## src/rtl/vibrometer_pkg.sv

```systemverilog
// Shared encodings for the synthetic fringe source: controller states, quadrature phases,
// the phase-to-channel-level table and the log-scale clamp.
package vibrometer_pkg;

  typedef enum logic {
    ST_IDLE = 1'b0,
    ST_MOVE = 1'b1
  } fg_state_e;

  typedef logic [1:0] phase_t;

  localparam phase_t PH_0     = 2'd0;
  localparam phase_t PH_1     = 2'd1;
  localparam phase_t PH_2     = 2'd2;
  localparam phase_t PH_3     = 2'd3;
  localparam phase_t PH_RESET = PH_3;

  localparam logic [4:0] LOG_SCALE_MAX = 5'd15;

  // Returns {b_high, a_high}; one fringe is 0:(H,L) 1:(H,H) 2:(L,H) 3:(L,L) in (a,b) order.
  function automatic logic [1:0] phase_levels(input phase_t ph);
    case (ph)
      PH_0:    return 2'b01;
      PH_1:    return 2'b11;
      PH_2:    return 2'b10;
      default: return 2'b00;
    endcase
  endfunction

endpackage

```

## src/rtl/fringe_phase_sequencer.sv

```systemverilog
// Quadrature phase register with per-phase dwell counting over accepted output beats.
// Flags the a-falling transitions that move the emitted position by one step.
module fringe_phase_sequencer
  import vibrometer_pkg::*;
#(
  parameter int DWELL_WIDTH = 16
) (
  input  logic                   aclk_i,
  input  logic                   aresetn_i,
  input  logic                   run_i,
  input  logic                   start_i,
  input  logic                   beat_i,
  input  logic                   fwd_i,
  input  logic [DWELL_WIDTH-1:0] dwell_i,
  output phase_t                 phase_o,
  output logic                   advance_o,
  output logic                   pos_inc_o,
  output logic                   pos_dec_o
);

  phase_t                 phase_q, phase_d;
  logic [DWELL_WIDTH-1:0] dwell_cnt_q, dwell_cnt_d;
  logic [DWELL_WIDTH:0]   dwell_eff;
  logic [DWELL_WIDTH:0]   cnt_next;

  always_comb begin
    dwell_eff   = (dwell_i == '0) ? {{DWELL_WIDTH{1'b0}}, 1'b1} : {1'b0, dwell_i};
    cnt_next    = {1'b0, dwell_cnt_q} + {{DWELL_WIDTH{1'b0}}, 1'b1};
    advance_o   = run_i & beat_i & (cnt_next == dwell_eff);
    dwell_cnt_d = dwell_cnt_q;
    phase_d     = phase_q;
    if (start_i) begin
      dwell_cnt_d = '0;
    end else if (advance_o) begin
      dwell_cnt_d = '0;
      phase_d     = fwd_i ? phase_q + 2'd1 : phase_q - 2'd1;
    end else if (run_i & beat_i) begin
      dwell_cnt_d = cnt_next[DWELL_WIDTH-1:0];
    end
    // a falls with b high going forward, with b low going in reverse
    pos_inc_o = advance_o & fwd_i & (phase_q == PH_1);
    pos_dec_o = advance_o & ~fwd_i & (phase_q == PH_0);
  end

  always_ff @(posedge aclk_i or negedge aresetn_i) begin
    if (!aresetn_i) begin
      phase_q     <= PH_RESET;
      dwell_cnt_q <= '0;
    end else begin
      phase_q     <= phase_d;
      dwell_cnt_q <= dwell_cnt_d;
    end
  end

  assign phase_o = phase_q;

endmodule

```

## src/rtl/axis_fringe_generator.sv

```systemverilog
// Synthetic interferometer fringe source: walks its emitted position toward an AXIS target in
// whole steps of 2^log_scale, emitting {signal_b, signal_a} quadrature samples on an AXIS master.
module axis_fringe_generator
  import vibrometer_pkg::*;
#(
  parameter int S_AXIS_TDATA_WIDTH = 16,
  parameter int M_AXIS_TDATA_WIDTH = 32,
  parameter int DWELL_WIDTH        = 16
) (
  input  logic                            aclk,
  input  logic                            aresetn,
  input  logic [M_AXIS_TDATA_WIDTH/2-1:0] FG_high_level,
  input  logic [M_AXIS_TDATA_WIDTH/2-1:0] FG_low_level,
  input  logic [4:0]                      FG_log_scale,
  input  logic [DWELL_WIDTH-1:0]          FG_dwell,
  output logic [S_AXIS_TDATA_WIDTH-1:0]   FG_position,
  output logic                            FG_busy,
  input  logic                            S_AXIS_tvalid,
  input  logic [S_AXIS_TDATA_WIDTH-1:0]   S_AXIS_tdata,
  output logic                            S_AXIS_tready,
  input  logic                            M_AXIS_tready,
  output logic                            M_AXIS_tvalid,
  output logic [M_AXIS_TDATA_WIDTH-1:0]   M_AXIS_tdata
);

  localparam int S = S_AXIS_TDATA_WIDTH;

  fg_state_e   state_q, state_d;
  logic [S-1:0] target_q, target_d;
  logic [S-1:0] position_q, position_d;
  logic         tvalid_q;

  logic [3:0]   log_clamped;
  logic [S:0]   step;
  logic         s_hs, m_beat, run, start, fwd;
  logic         advance, pos_inc, pos_dec;
  phase_t       phase;
  logic [1:0]   levels;

  // Distance in S+1 bits so opposite-sign operands never wrap.
  function automatic logic [S:0] abs_diff(input logic [S-1:0] a, input logic [S-1:0] b);
    logic [S:0] d;
    d = {a[S-1], a} - {b[S-1], b};
    return d[S] ? -d : d;
  endfunction

  assign log_clamped   = (FG_log_scale > LOG_SCALE_MAX) ? LOG_SCALE_MAX[3:0] : FG_log_scale[3:0];
  assign step          = {{S{1'b0}}, 1'b1} << log_clamped;
  assign S_AXIS_tready = (state_q == ST_IDLE);
  assign s_hs          = S_AXIS_tvalid & S_AXIS_tready;
  assign M_AXIS_tvalid = tvalid_q;
  assign m_beat        = M_AXIS_tvalid & M_AXIS_tready;
  assign run           = (state_q == ST_MOVE);
  assign fwd           = ($signed(target_q) >= $signed(position_q));

  fringe_phase_sequencer #(
    .DWELL_WIDTH(DWELL_WIDTH)
  ) u_seq (
    .aclk_i    (aclk),
    .aresetn_i (aresetn),
    .run_i     (run),
    .start_i   (start),
    .beat_i    (m_beat),
    .fwd_i     (fwd),
    .dwell_i   (FG_dwell),
    .phase_o   (phase),
    .advance_o (advance),
    .pos_inc_o (pos_inc),
    .pos_dec_o (pos_dec)
  );

  always_comb begin
    state_d    = state_q;
    target_d   = target_q;
    position_d = position_q;
    start      = 1'b0;
    case (state_q)
      ST_IDLE: begin
        if (s_hs) begin
          target_d = S_AXIS_tdata;
          if (abs_diff(S_AXIS_tdata, position_q) >= step) begin
            state_d = ST_MOVE;
            start   = 1'b1;
          end
        end
      end
      ST_MOVE: begin
        if (advance && (pos_inc || pos_dec)) begin
          position_d = pos_inc ? position_q + step[S-1:0] : position_q - step[S-1:0];
          if (abs_diff(target_q, position_d) < step) begin
            state_d = ST_IDLE;
          end
        end
      end
      default: state_d = ST_IDLE;
    endcase
  end

  always_ff @(posedge aclk or negedge aresetn) begin
    if (!aresetn) begin
      state_q    <= ST_IDLE;
      target_q   <= '0;
      position_q <= '0;
      tvalid_q   <= 1'b0;
    end else begin
      state_q    <= state_d;
      target_q   <= target_d;
      position_q <= position_d;
      tvalid_q   <= 1'b1;
    end
  end

  assign levels       = phase_levels(phase);
  assign M_AXIS_tdata = {levels[1] ? FG_high_level : FG_low_level,
                         levels[0] ? FG_high_level : FG_low_level};
  assign FG_position  = position_q;
  assign FG_busy      = run;

endmodule
```

## config.mk

```make
export PLATFORM = sky130hd
export DESIGN_NAME = axis_fringe_generator
export DESIGN_NICKNAME = d
export VERILOG_FILES = /design/src/rtl/vibrometer_pkg.sv /design/src/rtl/fringe_phase_sequencer.sv /design/src/rtl/axis_fringe_generator.sv
export SDC_FILE = /design/constraint.sdc
export NUM_CORES = 1
export LEC_CHECK = 0
export BUFFER_PORTS_ARGS = -buffer_cell sky130_fd_sc_hd__buf_2
export CAP_MARGIN = 40
export CORE_ASPECT_RATIO = 0.9
export CORE_MARGIN = 2
export CORE_UTILIZATION = 46
export CTS_CLUSTER_SIZE = 8
export DETAILED_ROUTE_END_ITERATION = 7
export PLACE_DENSITY = 0.67
export SETUP_SLACK_MARGIN = 0.1
export SYNTH_ARGS = -nofsm -noshare
export SYNTH_HDL_FRONTEND = slang
export SYNTH_SLANG_ARGS = --single-unit
```

## constraint.sdc

```tcl
create_clock -name aclk -period 20.4 [get_ports aclk]
set_clock_uncertainty 0.1 [all_clocks]
set_input_delay 3.06 -clock aclk [delete_from_list [all_inputs] [get_ports aclk]]
set_output_delay 3.06 -clock aclk [all_outputs]
set_load 0.02 [all_outputs]
```

# == Word-level counts from Yosys, hierarchy flattened ==
# Index checks and enable logic that the tools add are counted.
# totals
regBits,52
# op_classes
n_addsub,9
order_cmp,4
eq_ne,3
n_shift,1
mux,18
n_bitwise,11
reduce_logical,8
# op_table
op,count
16-bit two-way mux,7
17-bit two-way mux,2
17-bit negation,2
16-bit by 16-bit subtractor with 17-bit output,2
"16-bit by 1-bit adder with 17-bit output, second input constant",1
17-bit == test,1
17-bit >= comparator,1
17-bit less-than comparator,1
"1-bit by 4-bit << shifter with 17-bit output, first input constant",1
16-bit adder,1
16-bit >= comparator,1
16-bit logical NOT,1
16-bit subtractor,1
1-bit AND,8
2-bit case mux with 3 select lines,1
2-bit AND reduction,3
"5-bit by 4-bit > comparator with 1-bit output, second input constant",1
1-bit two-way mux,5
4-bit two-way mux,1
1-bit inverter,3
3-bit nonzero test,1
"2-bit by 1-bit adder with 2-bit output, second input constant",1
"2-bit by 1-bit == test with 1-bit output, second input constant",1
"2-bit == test, second input constant",1
other kinds (6),6

# == Longest topological paths before layout ==
# logic_depth
depth_word,14
ltp_mapped,42

# == By module ==
# Synthesis repeated with hierarchy kept, for this count alone.
# unflattened
cells_unflattened,974
hier_area_um2,7820.0
# modules_own_cells
mod,instances,cells_each,area_per_inst_um2,seq_area_each_um2
axis_fringe_generator,1,773,6227.2,850.8
fringe_phase_sequencer,1,201,1592.8,452.9

# == Least setup slack after synthesis ==
# OpenSTA, ideal clock, no wires.
# synth_path
path_kind,input to register
start,input port FG_dwell[10]
end,register state_q (netlist: FG_busy)
arrival_time_ns,9.888
required_ns,20.180
setup_slack_ns,10.292
cell_stages,37
n_path_buf,2
cell_sequence,xor2_1 nand3_1 a211o_1 a21oi_1 o21ai_0 a2111oi_4 nand2_4 nor2_1 nand2_1 buf_2 o21a_1 fa_1 nand2b_1 a21oi_1 o21ai_0 nand2b_1 xnor2_1 ha_1 or3_1 o211ai_1 maj3_1 nor3_1 o31ai_1 a21oi_1 o2bb2ai_1 clkbuf_1 nand2_1 xor2_1 ha_1 o21a_1 o21ai_0 nor2_1 a21oi_1 a31oi_1 o41ai_1 nand3_1 a41o_1
# synth_between
elab_chain_cells,14
# synth_lines
item,line_no,rtl
from (decl),axis_fringe_generator.sv:15,"input logic [DWELL_WIDTH-1:0] FG_dwell,"
16-bit logical NOT,fringe_phase_sequencer.sv:27,"dwell_eff = (dwell_i == '0) ? {{DWELL_WIDTH{1'b0}}, 1'b1} : {1'b0, dwell_i};"
16-bit two-way mux (*),fringe_phase_sequencer.sv:27,
17-bit == test (*),fringe_phase_sequencer.sv:29,advance_o = run_i & beat_i & (cnt_next == dwell_eff);
1-bit AND (*),fringe_phase_sequencer.sv:29,
1-bit AND (2 in a row),fringe_phase_sequencer.sv:41,pos_inc_o = advance_o & fwd_i & (phase_q == PH_1);
16-bit two-way mux,axis_fringe_generator.sv:89,position_d = pos_inc ? position_q + step[S-1:0] : position_q - step[S-1:0];
16-bit by 16-bit subtractor with 17-bit output,axis_fringe_generator.sv:43,"d = {a[S-1], a} - {b[S-1], b};"
17-bit negation,axis_fringe_generator.sv:44,return d[S] ? -d : d;
17-bit two-way mux,axis_fringe_generator.sv:44,
17-bit less-than comparator,axis_fringe_generator.sv:90,"if (abs_diff(target_q, position_d) < step) begin"
1-bit two-way mux,axis_fringe_generator.sv:90,
1-bit two-way mux (*),axis_fringe_generator.sv:88,if (advance && (pos_inc || pos_dec)) begin
1-bit case mux with 2 select lines (*),axis_fringe_generator.sv:77,case (state_q)
via state_d,axis_fringe_generator.sv:28,"fg_state_e state_q, state_d;"
to (signal assigned),axis_fringe_generator.sv:106,state_q <= state_d;
to (decl),axis_fringe_generator.sv:28,
# The timed path passes the listed nets; every way through them passes the cells marked *.
# A chain may end at the register's enable or synchronous reset.

# == Worst setup path in the final report ==
# Same ends and word-level chain as after synthesis.

==> impl_metrics.json <==
{
  "nets": 1215,
  "ys_seq_elements": 52,
  "grt-busiest-layer": "met2",
  "antenna_found_initial": 0,
  "cts_max_path_buffers": 2,
  "viasPerCell": 5.80,
  "first_global_vias": 6893,
  "critPathTopFamily": "compound AO/OA/AOI/OAI gates",
  "ir_worst_vdd_uv": 54.5,
  "critPathRequiredTime_ns": 20.52,
  "numCtsBuffers": 5,
  "setup_tns_ns": 0,
  "num_rows": 44,
  "period_share": 0.548,
  "remaining_drc_errors": 0,
  "dr_total_vias": 7251,
  "setup_viol": 0,
  "worstSetupStartpointType": "primary input",
  "finalHoldViolCount": 0,
  "path_class": "primary input to flop",
  "rsz0062_at_grt": "false",
  "wl_per_cell_microns": 16.8,
  "end_kind": "flop",
  "cp.arrival_ns": 11.29,
  "tightest_slew_ns": 0.861,
  "antennaDiodeCount": 0,
  "clock_latency_ns": 0.32,
  "power.density_nw_per_um2": 99.2,
  "crit_top_cell": "a21oi_1",
  "wl_microns": 21000,
  "die_x_microns": 138,
  "final_core_util": 0.527,
  "synth-seq-area-share": 0.175,
  "area_growth_pct": 13.2,
  "grt_usage": 0.243,
  "start_util": 0.465,
  "p_leak_nw": 3.71,
  "synth_nets": 1100,
  "cts_sinks": 52,
  "path_clk_slew_ns": 0.09,
  "grtUsageMet2": 0.373,
  "yosys_warnings": 0,
  "hp-class": "flop to flop",
  "nFillCells": 1527,
  "place_hpwl_microns": 17200,
  "synthCells": 927,
  "dr.pass1.iters": 5,
  "rr_worst_depth": 36,
  "status": "finished clean",
  "ant_nets": 0,
  "grt_max_degree": 53,
  "drive_gt1_frac": 0.200,
  "cts_tree": "done",
  "ctsHoldBuffers": 0,
  "crit_cells": 36,
  "synth_edf_count": 0,
  "ys.flop_type": "dfrtp_1",
  "clockRootBuffer": "clkbuf_16",
  "gr-usage-met3": 0.0296,
  "drtIter0Drc": 475,
  "core_sq_um": 16000,
  "gp_congestion": 0.951,
  "cp_num_buf_inv": 1,
  "syn_area_sq_um": 7450,
  "port-buffer-count": 123,
  "die_h_microns": 125,
  "cts_resized": 0,
  "post_cts_buffers": 0,
  "syn_area_per_cell_sq_um": 8.04,
  "critPathSlowestCell": "o2bb2ai_1",
  "maxCapViolations": 0,
  "whs_path_depth": 1,
  "grt_pass1_wl_microns": 34500,
  "async_flop_share": 1.00,
  "die-area_sq_um": 17200,
  "maxSlewHeadroom": 0.426,
  "gr-total-overflow": 0,
  "ios": 124,
  "fmax_mhz": 89.5,
  "fin_crit_ns": 11.17,
  "worst_path_largest_cell_delay_ns": 0.72,
  "final-max-slew-violation-count": 0,
  "ys_types": 80,
  "htreeDepth": 2,
  "path_max_fanout": 14,
  "grt_util_met1": 0.363
}
[cell families (layout without fill, tap and decap cells)]
logic type                 after synthesis  count (layout)  synth area share
xor gates and xnor gates                94              94             0.112
adders and majority gates              101             101             0.172
AOI/OAI and AO/OA                      247             247             0.213
DFF                                     52              52             0.175
other                                    1               1          0.000503
muxes                                   50              50            0.0765
buffers and inverters                   65             181            0.0347
and+or+nand+nor                        317             317             0.215
[metal layers]
| metal | wire length, microns | vias to the layer above |
|---|---|---|
| met2 | 8940 | 220 |
| met3 | 1460 | 26 |
| met1 | 10200 | 3397 |
| li1 | - | 3608 |
| met5 | 0 | - |
| met4 | 359 | 0 |
[power by group]
part	leakage [nW]	switching, mW	internal, mW
Sequential	0.671	0.0365	0.124
Combinational	2.97	0.320	0.265
Clock	0.0702	0.0458	0.0460
Total	3.71	0.402	0.435
[cells in the final DEF, fill, tap and decap left out, types with 11 or more instances in the layout]
cell type  instances
a21o_1            13
a21oi_1           55
and2_1            12
buf_2            123
dfrtp_1           50
ha_1              97
inv_1             45
mux2_2            44
nand2_1          111
nand3_1           34
nor2_1            55
nor2b_1           14
nor3_1            14
o21a_1            14
o21ai_0           69
o21ai_1           12
o31ai_1           11
xnor2_1           56
xor2_1            37
[cell type report]
type                            instances  area, sq um  share of cell area
Multi-Input combinational cell        810         5890               0.698
Sequential cell                        52         1300               0.154
Timing Repair Buffer                  128          668              0.0792
Tap cell                              207          259              0.0307
Inverter                               45          169              0.0200
Clock buffer                            5          125              0.0148
Clock inverter                          3         21.3             0.00252
[metrics by stage]
stage	hold WS, ns	setup slack (ns)	power (mW)	instance area, sq um	cells
final	0.406	9.23	0.838	8440	1250
after global routing	0.420	8.60	0.927	8440	1250
after CTS	0.410	9.32	0.833	8440	1250
after detailed placement	0.390	9.01	0.734	8290	1242
after global placement	0.396	9.10	0.729	8260	1239
after floorplan	0.380	10.29	0.602	7450	927
[cell usage after synthesis (4+ instances only)]
cell type | number | share of area
a21oi_1 | 55 | 0.037
a21boi_0 | 4 | 0.0040
and2_1 | 12 | 0.010
o41ai_1 | 5 | 0.0059
a211oi_1 | 6 | 0.0060
nand3b_1 | 5 | 0.0050
xnor2_1 | 56 | 0.066
inv_1 | 45 | 0.023
buf_2 | 6 | 0.0040
ha_1 | 97 | 0.16
xor2_1 | 37 | 0.043
nor2b_1 | 15 | 0.013
a21o_1 | 13 | 0.013
a31oi_1 | 8 | 0.0067
nand2_1 | 111 | 0.056
and3_1 | 5 | 0.0042
o31a_1 | 6 | 0.0071
nor3b_1 | 5 | 0.0050
nand4_1 | 6 | 0.0050
or2_2 | 5 | 0.0042
nor3_1 | 14 | 0.0094
nand3_1 | 34 | 0.023
clkbuf_1 | 12 | 0.0060
o21a_1 | 14 | 0.014
a31o_2 | 4 | 0.0047
nor4_1 | 8 | 0.0067
a22oi_1 | 4 | 0.0040
dfrtp_1 | 50 | 0.17
o21ai_1 | 12 | 0.0081
o21ai_0 | 69 | 0.046
or3_1 | 10 | 0.0084
nand2b_1 | 10 | 0.0084
o31ai_1 | 11 | 0.011
mux2_2 | 44 | 0.066
o22ai_1 | 4 | 0.0034
o211ai_1 | 7 | 0.0071
nor2_1 | 55 | 0.028
[final timing paths]
path | from | to | slack (ns)
worst min-delay path | u_seq.phase_o[0] | u_seq.phase_o[0] | 0.41
worst min register to register | u_seq.phase_o[0] | u_seq.phase_o[0] | 0.41
max in group asynchronous | aresetn | FG_position[13] | 16.91
worst max register to register | u_seq.dwell_cnt_q[0] | FG_busy | 11.05
min in group asynchronous | aresetn | FG_position[2] | 2.78
worst max-delay path | FG_dwell[10] | FG_busy | 9.23
[flip-flops by register name, indices dropped and copies added, names as in the netlist]
signal             count
FG_busy                1
FG_position           16
M_AXIS_tvalid          1
target_q              16
u_seq.dwell_cnt_q     16
u_seq.phase_o          2
Power figures use the tool's default switching activity.
